[config.mk]
export PLATFORM = sky130hd
export DESIGN_NAME = float16_dot_seq
export DESIGN_NICKNAME = d
export VERILOG_FILES = /design/src/rtl/float16_dot_seq.sv
export SDC_FILE = /design/constraint.sdc
export NUM_CORES = 1
export LEC_CHECK = 0
export CORE_ASPECT_RATIO = 0.75
export CORE_MARGIN = 3
export CORE_UTILIZATION = 41
export DETAILED_ROUTE_END_ITERATION = 10
export PLACE_DENSITY = 0.85
export SLEW_MARGIN = 20
export SYNTH_ARGS = -nofsm -noshare
export SYNTH_HDL_FRONTEND = slang
export SYNTH_SLANG_ARGS = --single-unit
[constraint.sdc]
create_clock -name clk -period 3.9 [get_ports clk]
set_clock_uncertainty 0.1 [all_clocks]
set_input_delay 0.585 -clock clk [delete_from_list [all_inputs] [get_ports clk]]
set_output_delay 0.585 -clock clk [all_outputs]
set_load 0.1 [all_outputs]
[src/rtl/float16_dot_seq.sv]
// Half-precision dot-product sequencer over N operand pairs, time-sharing
// one external combinational multiplier and one external combinational adder.
//
// Ports:
//   clk, reset (async, active-low), start, clear (sync abort)
//   busy, done            : status; done pulses one cycle when result is valid
//   rd_addr               : registered element index to the operand memory
//   a_data, b_data        : operands, valid the cycle after rd_addr
//   mult_a/mult_b/mult_p  : external floatMult16 interface
//   add_a/add_b/add_s     : external floatAdd16 interface
//   result                : registered dot product, held until overwritten
module float16_dot_seq #(
    parameter int N      = 9,
    parameter int ADDR_W = 4
) (
    input  logic              clk,
    input  logic              reset,
    input  logic              start,
    input  logic              clear,
    output logic              busy,
    output logic              done,
    output logic [ADDR_W-1:0] rd_addr,
    input  logic [15:0]       a_data,
    input  logic [15:0]       b_data,
    output logic [15:0]       mult_a,
    output logic [15:0]       mult_b,
    input  logic [15:0]       mult_p,
    output logic [15:0]       add_a,
    output logic [15:0]       add_b,
    input  logic [15:0]       add_s,
    output logic [15:0]       result
);

    typedef enum logic [2:0] {
        IDLE,
        FETCH,
        MUL,
        ACC,
        DONE
    } state_t;

    localparam logic [ADDR_W-1:0] LAST = ADDR_W'(N - 1);

    state_t            state_q;
    state_t            state_d;
    logic [ADDR_W-1:0] idx_q;
    logic [15:0]       acc_q;
    logic [15:0]       prod_q;
    logic              last;

    assign last = (idx_q == LAST);

    always_ff @(posedge clk or negedge reset) begin
        if (!reset) begin
            state_q <= IDLE;
        end else begin
            state_q <= state_d;
        end
    end

    // clear overrides every transition, including start in IDLE
    always_comb begin
        state_d = state_q;
        unique case (state_q)
            IDLE:    if (start) state_d = FETCH;
            FETCH:   state_d = MUL;
            MUL:     state_d = ACC;
            ACC:     state_d = last ? DONE : FETCH;
            DONE:    state_d = IDLE;
            default: state_d = IDLE;
        endcase
        if (clear) state_d = IDLE;
    end

    always_ff @(posedge clk or negedge reset) begin
        if (!reset) begin
            idx_q   <= '0;
            rd_addr <= '0;
            acc_q   <= '0;
            prod_q  <= '0;
            result  <= '0;
        end else if (clear) begin
            idx_q   <= '0;
            rd_addr <= '0;
            acc_q   <= '0;
        end else begin
            unique case (state_q)
                IDLE: begin
                    if (start) begin
                        idx_q   <= '0;
                        rd_addr <= '0;
                        acc_q   <= '0;
                    end
                end
                MUL: begin
                    prod_q <= mult_p;
                end
                ACC: begin
                    acc_q <= add_s;
                    if (last) begin
                        result <= add_s;
                    end else begin
                        idx_q   <= idx_q + ADDR_W'(1);
                        rd_addr <= idx_q + ADDR_W'(1);
                    end
                end
                default: ;
            endcase
        end
    end

    // Shared units see zeros when not in use so they do not toggle.
    always_comb begin
        busy   = (state_q != IDLE);
        done   = (state_q == DONE) && !clear;
        mult_a = 16'h0000;
        mult_b = 16'h0000;
        add_a  = 16'h0000;
        add_b  = 16'h0000;
        if (state_q == MUL) begin
            mult_a = a_data;
            mult_b = b_data;
        end
        if (state_q == ACC) begin
            add_a = acc_q;
            add_b = prod_q;
        end
    end

endmodule
* Yosys cells after proc, flatten, opt, wreduce, memory -nomap -nowiden *
Cells that the tools add are included.

word-level totals
  flip-flop bits (word level) = 55
  latch bits = 0
  memory bits (writable) = 0
  memory bits (read-only) = 0
  input port bits = 68
  output and inout bits = 86
  logic and storage cells = 38
  memories = 0

cells by class
  $add $sub $neg = 1
  multipliers = 0
  div/mod/pow operators = 0
  magnitude comparators = 0
  equality and inequality tests = 7
  shift operators = 0
  mux-type cells = 15
  bitwise operators = 1
  reductions and logical operators = 9

operator list
  cell                 count
  $mux 16              6
  $pmux 16 s2          1
  $mux 4               3
  $pmux 3 s4           1
  $mux 3               3
  $pmux 4 s2           1
  $eq 3x2->1 const B   2
  $ne 3x3->1 const B   2
  $reduce_and 3->1     2
  $reduce_bool 3->1    2
  $add 4x1->4 const B  1
  $eq 4x4->1 const B   1
  $reduce_and 2->1     2
  $eq 3x1->1 const B   1
  $eq 3x3->1 const B   1
  $logic_not 3->1      1
  $logic_and 1x1->1    1
  $logic_not 1->1      1
  $not 1->1            1

* Longest topological paths before layout *
Gate-level depths: netlist of the first run.

  word-level depth = 4
  depth in mapped cells = 7
  gate-level depth less buffers = 5

* Worst setup path before layout of the first run *
Ideal clock, no wire load.

  path kind = in2out
  from = in clear
  to = out done
  arrival = 2764 ps
  required time = 3215 ps
  path slack = 451 ps
  cell stages on the path = 2
  buffers on the path = 0
  cell sequence = nand2b_1 nor3_1

between the ends
  cells in the longest elaborated chain, start to end = 2

ends and longest elaborated chain
  element            RTL line  source
  from (decl)        19        input logic clear,
  $logic_not 1->1    115       done = (state_q == DONE) && !clear;
  $logic_and 1x1->1  115
  to (decl)          21        output logic done,

No other way between the ends.

* Worst setup path after layout of the first run *
  from = reg state_q[0]
  to = out add_b[7]

between the ends
  cells in the longest elaborated chain, start to end = 2

ends and longest elaborated chain
  element                 RTL line  source
  from (decl)             44        state_t state_q;
  from (signal assigned)  57        state_q <= state_d;
  $eq 3x2->1              124       if (state_q == ACC) begin
  $mux 16                 124
  to (decl)               29        output logic [15:0] add_b,

No other way between the ends.

==> results.cfg, run 1 <==
[cts]
postCtsSetupRepairBufs = 0
ctsHoldBuffers = 0
clk_path_buf_depth = 2
cts_tree = yes
path_clk_slew_ps = 90
cts_resized = 0
clkLatencyLatePin_ps = 300
clock_sinks = 55
cts_root_buffer = clkbuf_8
htreeDepth = 2
cts_buffers = 5

[status]
status = complete, no violations

[sta]
worst_pin_slew_ps = 990
finalHoldViolations = 0
fin_crit_ps = 2860
setup_viol = 0
setup_slack_ps = 1040
post-route-period-util_pct = 73.3
fmax_ghz = 0.350
slew_violations = 0
setup_total_negative_slack_ps = 0
rsz0062_at_grt = false
whs_ps = 170
max-slew-margin-rel_pct = 33.8

[finish]
fillers = 481
n_antenna_cell = 0
syn2layout_area_growth_pct = 54.7
design_area_sq_mm = 0.00417
fin_nets = 440
drive_gt1_share_pct = 30.0

[routing]
vias = 2200
highest_layer = met4
postRouteAntennaNets = 0
wl_met3_um = 520
wl_per_cell_um = 15.9
drt_first_iter_violations = 81
dr_wl_met2_mm = 3.35
routed_via_density = 4.91
met1_length_mm = 3.21
first_pass_iters = 4
finalWirelength_mm = 7.11
drc_errors = 0

[die]
rows = 24
pin_count = 154
die_w_um = 99.7
fp.dieH_um = 76.2
start_util_pct = 44.3
die_area_sq_mm = 0.00760
core_area_sq_mm = 0.00610

[power]
power.leakage_nw = 1.98
ir_drop_mv = 0.159
finalPower_w = 0.00165
p_per_area_mw_per_mm2 = 396

[logic_synthesis]
synth_flop_cell = dfrtp_1
synth_edf_count = 0
yosysUniqueCellTypes = 32
synth.most_common_cell = and2_1
syn_area_per_cell_sq_um = 12.1
ys_ff_latch = 55
ys_seq_area_share_pct = 51.0
yosysTopAreaCell = dfrtp_1
netlist_instances = 223
ys_top_cells_by_count = and2_1 (64), dfrtp_1 (55), mux2_2 (23), a22o_1 (17), mux2_4 (9)
synth_nets = 293
synthArstFlopShare_pct = 100
yosysTopAreaCellShare_pct = 51.0
synthesis.area_sq_mm = 0.00270
ys_warn_count = 0
synth_area_leaders = dfrtp_1 (51%), and2_1 (15%), mux2_2 (9.6%)

[worst_setup_path]
crit_top_cell = buf_4
cp-end-kind = output port
worstPathMaxFanout = 23
path_class = reg2out
worst_ep_arrival_time_ps = 2170
slowest_stage = dfrtp_1
cp_cell_sequence = nand2_1 -> nor2_1 -> buf_4 -> and2_1 -> buf_4
max_stage_delay_ps = 540
crit_required_ps = 3210
cp-start-kind = flop

[hold_path]
hold_path_class = in2async

[grt]
grt_pass1_vias = 2199
grt_max_degree = 33
track_usage_pct = 18.3
grt_pass1_wl_mm = 11.3
antenna_found_initial = 0
globalRouteOverflowTotal = 0

[placed_design]
io_buffers = 153
dp_worst_setup_slack_ps = 1180
postPlaceCellArea_sq_mm = 0.00407
gp_congestion = 0.750
dpl.hpwl_mm = 5.44

[run]
maxCapViolations = 0
## registers in the layout, summed over array words and instances (netlist names)
register	flops
acc_q	16
prod_q	16
result	16
idx_q	4
state_q	3
## cell families after synthesis
kind of cell	after synthesis	synth area share, %
AOI/OAI and AO/OA	28	8.07
buffers and inverters	19	4.55
and+or+nand+nor	85	20.2
muxes	32	14.6
adders and majority gates	2	0.927
DFF	55	51.0
xor gates and xnor gates	2	0.649
## through the flow
stage / util [%] / instances
after floorplan: - / 223
after global placement: 66.8 / 441
after detailed placement: 66.8 / 441
after CTS: 68.5 / 448
after global routing: 68.5 / 448
final: 68.5 / 448
## power by group
group	leakage (nW)	total (W)	internal, W	switching [W]
sequential	0.731	0.000712	0.000663	0.0000497
combinational	1.20	0.000579	0.000206	0.000374
clock	0.0513	0.000359	0.000188	0.000171
## layer usage
metal,track usage (%),vias up
met1,25.0,1053
li1,-,1048
met4,3.68,0
met5,0,-
met2,29.6,95
met3,4.57,4
## worst max-delay path, delay by kind of cell (launching register included)
kind          cells  cell delay (ps)
buf+inv           2              620
flops             1              540
simple gates      3              720
## worst paths after layout
| path | startpoint | to | slack [ps] | cells past startpoint |
|---|---|---|---|---|
| worst max-delay path | state_q[0] | add_b[7] | 1040 | 5 |
| worst min-delay path | reset | result[9] | 170 | 1 |
| worst max register to register | state_q[2] | result[12] | 1830 | 3 |
| worst min register to register | acc_q[3] | acc_q[3] | 400 | 1 |
| max in group asynchronous | reset | prod_q[4] | 2730 | 2 |
| min in group clk | acc_q[3] | acc_q[3] | 400 | 1 |
## layout by cell type (no fill, tap or decap), types with 3 or more instances in the layout
cell             instances
mux2_4                   9
dfrtp_1                 55
buf_4                   68
and2_1                  64
nand2b_1                 3
clkbuf_8                 5
a22o_1                  17
nand3_1                  5
inv_1                    3
mux2_2                  23
clkdlybuf4s50_1         87
a21oi_1                  5
## cell type report
| cell class | instances | area [sq um] | share of cell area, % |
|---|---|---|---|
| multi-input combinational | 149 | 1200 | 28.7 |
| clock buffer | 6 | 72.6 | 1.74 |
| timing repair buffer | 156 | 1390 | 33.2 |
| tap | 78 | 97.6 | 2.34 |
| clock inverter | 1 | 30.0 | 0.720 |
| inverter | 3 | 11.3 | 0.270 |
| sequential | 55 | 1380 | 33.0 |
Power figures use the tool's default switching activity.
==> run 2, diff against run 1 <==
CORE_UTILIZATION = 38   (was 41)
PLACE_DENSITY = 0.8   (was 0.85)
clock period = 2.97 ns   (was 3.9 ns; I/O delays follow)
==> run 2 against run 1 <==
Final area is 20% higher. Sequential cell count did not move. Die area is 7.3% higher. Sequential power grew 32%. Sequential share of layout area down 5.5 points. Critical path depth unchanged. Largest power group unchanged. Register-to-register slack worse by 730 ps. First-iteration DRC count grew 25%. Clock power up 60%. Combinational power grew 53%.
==> results.cfg, run 2 (same netlist as run 1, synthesis figures left out) <==
[hold_path]
hold_path_class = in2async

[routing]
postRouteAntennaNets = 0
drc_errors = 0
first_pass_iters = 4
finalWirelength_mm = 8.24
wl_per_cell_um = 17.6
vias = 2232
drt_first_iter_violations = 101
routed_via_density = 4.78

[worst_setup_path]
worst_ep_arrival_time_ps = 1840
rr_worst_depth = 5
path_class = reg2out
path_buf_inv = 2
cp_cell_sequence = nand2b_1 -> nor2_1 -> buf_4 -> and2_1 -> buf_12
critPathTopFamily = simple AND/OR/NAND/NOR gates
crit_required_ps = 2420
slowest_stage = dfrtp_1
rrSetupSlack_ps = 1100
timing.rr.start = idx_q[0]
worstPathMaxFanout = 32
max_stage_delay_ps = 500
crit_cells = 5
cp-end-kind = output port
cp-start-kind = flop
worstSetupStartpoint = state_q[0]
worstSetupEndpoint = mult_b[0]
r2r_end = result[11]

[grt]
antenna_found_initial = 0
grt_max_degree = 33
grt_pass1_wl_mm = 12.9
globalRouteOverflowTotal = 0
track_usage_pct = 20.4
grt_pass1_vias = 2392

[die]
start_util_pct = 40.9
pin_count = 154
die_w_um = 103
fp.dieH_um = 79.0
die_area_sq_mm = 0.00816
core_area_sq_mm = 0.00660
rows = 25

[sta]
setup_slack_ps = 582
setup_total_negative_slack_ps = 0
setup_viol = 0
whs_ps = 75.9
fmax_ghz = 0.419
slew_violations = 0
max-slew-margin-rel_pct = 53.5
post-route-period-util_pct = 80.4
rsz0062_at_grt = false
finalHoldViolations = 0
worst_pin_slew_ps = 697
fin_crit_ps = 2390

[cts]
cts_root_buffer = clkbuf_8
cts_buffers = 5
cts_resized = 0
htreeDepth = 2
postCtsSetupRepairBufs = 0
clkLatencyLatePin_ps = 300
clock_sinks = 55
cts_tree = yes
path_clk_slew_ps = 100
ctsHoldBuffers = 0
clk_path_buf_depth = 2

[status]
status = complete, no violations

[finish]
fillers = 432
reg.largest.list = acc_q (16), prod_q (16), result (16)
fin_nets = 442
n_antenna_cell = 0
drive_gt1_share_pct = 36.7
final_cell_mix = clkdlybuf4s50_1 (66), buf_12 (65), and2_1 (64), dfrtp_1 (55), buf_4 (26)
syn2layout_area_growth_pct = 85.6
final_common_cell = clkdlybuf4s50_1

[placed_design]
io_buffers = 153
gp_congestion = 0.766
dp_worst_setup_slack_ps = 675
dpl.hpwl_mm = 6.45

[power]
power.leakage_nw = 2.23
p_per_area_mw_per_mm2 = 478
ir_drop_mv = 0.205

[run]
maxCapViolations = 0
-- run 2: cell count changes in the layout (fill, tap and decap cells not counted), sizes merged --
cell / delta
buf: +23
clkdlybuf4s50: -21
bufinv: +1
-- run 2: worst min path at each step --
stage / from / to / slack (ps) / cells after the start
after floorplan: reset / acc_q[0] / 50 / 0
after global placement: acc_q[7] / acc_q[7] / 380 / 1
after detailed placement: acc_q[10] / acc_q[10] / 380 / 1
after CTS: reset / acc_q[6] / 90 / 1
after global routing: reset / result[8] / 110 / 1
final: reset / result[8] / 80 / 1
-- run 2: cell type report --
class                           count  area [sq um]  share of cell area [%]
Clock buffer                        6          72.6                    1.45
Clock inverter                      2          60.1                    1.20
Inverter                            3          11.3                   0.225
Multi-Input combinational cell    149          1210                    24.1
Sequential cell                    55          1380                    27.5
Tap cell                           94           118                    2.35
Timing Repair Buffer              158          2160                    43.2
-- run 2: stage by stage --
stage / area (sq um) / utilization [%] / total power (W) / instances
3_5_place_dp: 4870 / 73.8 / 0.00184 / 459
6_report: 5010 / 75.8 / 0.00239 / 467
5_1_grt: 5010 / 75.8 / 0.00250 / 467
4_1_cts: 5010 / 75.8 / 0.00242 / 467
2_1_floorplan: 2700 / - / 0.00149 / 223
3_3_place_gp: 4870 / 73.8 / 0.00181 / 459
-- run 2: power by group --
group / internal [W] / switching, W / leakage, nW
Sequential: 0.000870 / 0.0000664 / 0.731
Clock: 0.000337 / 0.000236 / 0.0654
Combinational: 0.000363 / 0.000520 / 1.43
-- run 2: per-layer routing --
layer	vias up	routed length, um	part of all wire [%]	global-route usage, %
met5	-	0	0	0
li1	1054	-	-	-
met1	1095	3620	44	28.4
met2	76	4010	49	32.0
met3	7	519	6.3	5.53
met4	0	77	0.94	4.27
==> run 3, diff against run 2 <==
CORE_UTILIZATION = 35   (was 38)
PLACE_DENSITY = 0.78   (was 0.8)
clock period = 2.1 ns   (was 2.97 ns; I/O delays follow)
==> run 3 against run 2 <==
Wire length increased by 1.6%. First-iteration DRC count decreased by 8.9%. Largest cell class unchanged. Setup slack got worse by 500 ps. Register-to-register slack got worse by 930 ps. Non-clock buffer count increased by 13. Hold slack improved by 310 ps. Power increased by 38%. Clock power increased by 8.4%.
==> results.cfg, run 3 (same netlist as run 1, synthesis figures left out) <==
[grt]
grt_max_degree = 37
grt_pass1_wl_mm = 12.6
antenna_found_initial = 0
track_usage_pct = 18.3
globalRouteOverflowTotal = 0
grt_pass1_vias = 2301

[worst_setup_path]
crit_required_ps = 1680
critPathTopFamily = simple AND/OR/NAND/NOR gates
crit_cells = 5
max_stage_delay_ps = 410
r2r_end = result[7]
timing.rr.start = idx_q[1]
worstSetupEndpoint = mult_a[13]
cp-start-kind = flop
rrSetupSlack_ps = 170
path_class = reg2out
path_buf_inv = 2
cp_cell_sequence = nand2b_4 -> nor2_4 -> buf_6 -> and2_2 -> buf_12
slowest_stage = dfrtp_1
worst_ep_arrival_time_ps = 1600
cp-end-kind = output port
rr_worst_depth = 5
worstSetupStartpoint = state_q[0]
worstPathMaxFanout = 16

[die]
rows = 27
start_util_pct = 36.5
fp.dieH_um = 82.0
core_area_sq_mm = 0.00740
pin_count = 154
die_w_um = 107
die_area_sq_mm = 0.00881

[cts]
clock_sinks = 55
cts_buffers = 5
path_clk_slew_ps = 100
htreeDepth = 2
clk_path_buf_depth = 2
cts_tree = yes
clkLatencyLatePin_ps = 310
cts_root_buffer = clkbuf_8

[hold_path]
hold_path_class = in2async

[sta]
max-slew-margin-rel_pct = 68.5
fin_crit_ps = 2020
post-route-period-util_pct = 96.1
setup_viol = 0
fmax_ghz = 0.496
slew_violations = 0
rsz0062_at_grt = false
setup_total_negative_slack_ps = 0
finalHoldViolations = 0
worst_pin_slew_ps = 472

[placed_design]
place_inst = 471
io_buffers = 153
gp_congestion = 0.808
dpl.hpwl_mm = 6.43

[finish]
n_antenna_cell = 0
reg.largest.list = acc_q (16), prod_q (16), result (16)
stdcell_count = 487
fillers = 511
final_common_cell = buf_12
fin_nets = 455
final_cell_mix = buf_12 (69), clkdlybuf4s50_1 (66), and2_2 (60), dfrtp_1 (49), buf_4 (31)
drive_gt1_share_pct = 56.7
syn2layout_area_growth_pct = 95.2

[routing]
postRouteAntennaNets = 0
drc_errors = 0
routed_via_density = 4.71
first_pass_iters = 4
wl_per_cell_um = 17.2
finalWirelength_mm = 8.36
vias = 2292
drt_first_iter_violations = 92

[status]
status = complete, no violations

[power]
p_per_area_mw_per_mm2 = 626
power.leakage_nw = 2.35
ir_drop_mv = 0.328

[run]
maxCapViolations = 0
==> run 3: worst min path at each step <==
stage,startpoint,to,cells after the start
3_5_place_dp,reset,result[7],1
4_1_cts,reset,result[15],2
5_1_grt,reset,result[15],2
3_3_place_gp,reset,result[7],1
6_report,reset,result[15],2
2_1_floorplan,reset,acc_q[0],0
==> run 3: per-layer routing <==
| layer | vias up | track usage [%] | share of wire, % |
|---|---|---|---|
| met4 | 0 | 3.78 | 0.61 |
| li1 | 1080 | - | - |
| met5 | - | 0 | 0 |
| met1 | 1134 | 25.9 | 44 |
| met3 | 5 | 4.79 | 6.2 |
| met2 | 73 | 28.3 | 50 |
==> run 3: area by class of cell <==
class / instances / area [sq um] / share of cell area, %
clock inverters: 2 / 16.3 / 0.309
well taps: 101 / 126 / 2.40
clock buffers: 6 / 82.6 / 1.57
multi-input cells: 149 / 1300 / 24.7
repair buffers: 171 / 2340 / 44.5
inverters: 3 / 11.3 / 0.214
flip-flops and latches: 55 / 1390 / 26.4
==> run 3: through the flow <==
| step | hold WS (ps) | worst slack (ps) | area, sq um | power (W) | utilization [%] |
|---|---|---|---|---|---|
| after floorplan | -80.6 | -22.6 | 2790 | 0.00213 | - |
| after global placement | 191 | 93.2 | 5050 | 0.00262 | 68.3 |
| after detailed placement | 202 | 34.1 | 5050 | 0.00266 | 68.3 |
| after CTS | 389 | 7.48 | 5180 | 0.00329 | 70.0 |
| after global routing | 397 | 12.3 | 5270 | 0.00345 | 71.2 |
| final | 383 | 82.4 | 5270 | 0.00330 | 71.2 |
==> run 3: worst reg2reg max path, cell delays in order, from the launching register on <==
cell and delay, ps:
dfrtp_4 510, inv_1 90, ha_1 160, and3b_1 220, and2_4 340, mux2_2 390
==> run 3: timing repair <==
item | 4_1_cts | 5_1_grt
gates cloned | 1 | 1
endpoints found under the setup margin | 52 | 58
resized for setup | 4 | 7
hold buffers | 1 | 0
hold endpoints to repair | 19 | 0
buffers inserted | 0 | 5
==> run 3: report_power, final <==
| part | switching, W | internal, W | leakage, nW |
|---|---|---|---|
| combinational | 0.000759 | 0.000585 | 1.58 |
| clock | 0.000351 | 0.000270 | 0.0474 |
| sequential | 0.0000930 | 0.00124 | 0.721 |
| total | 0.00120 | 0.00209 | 2.35 |
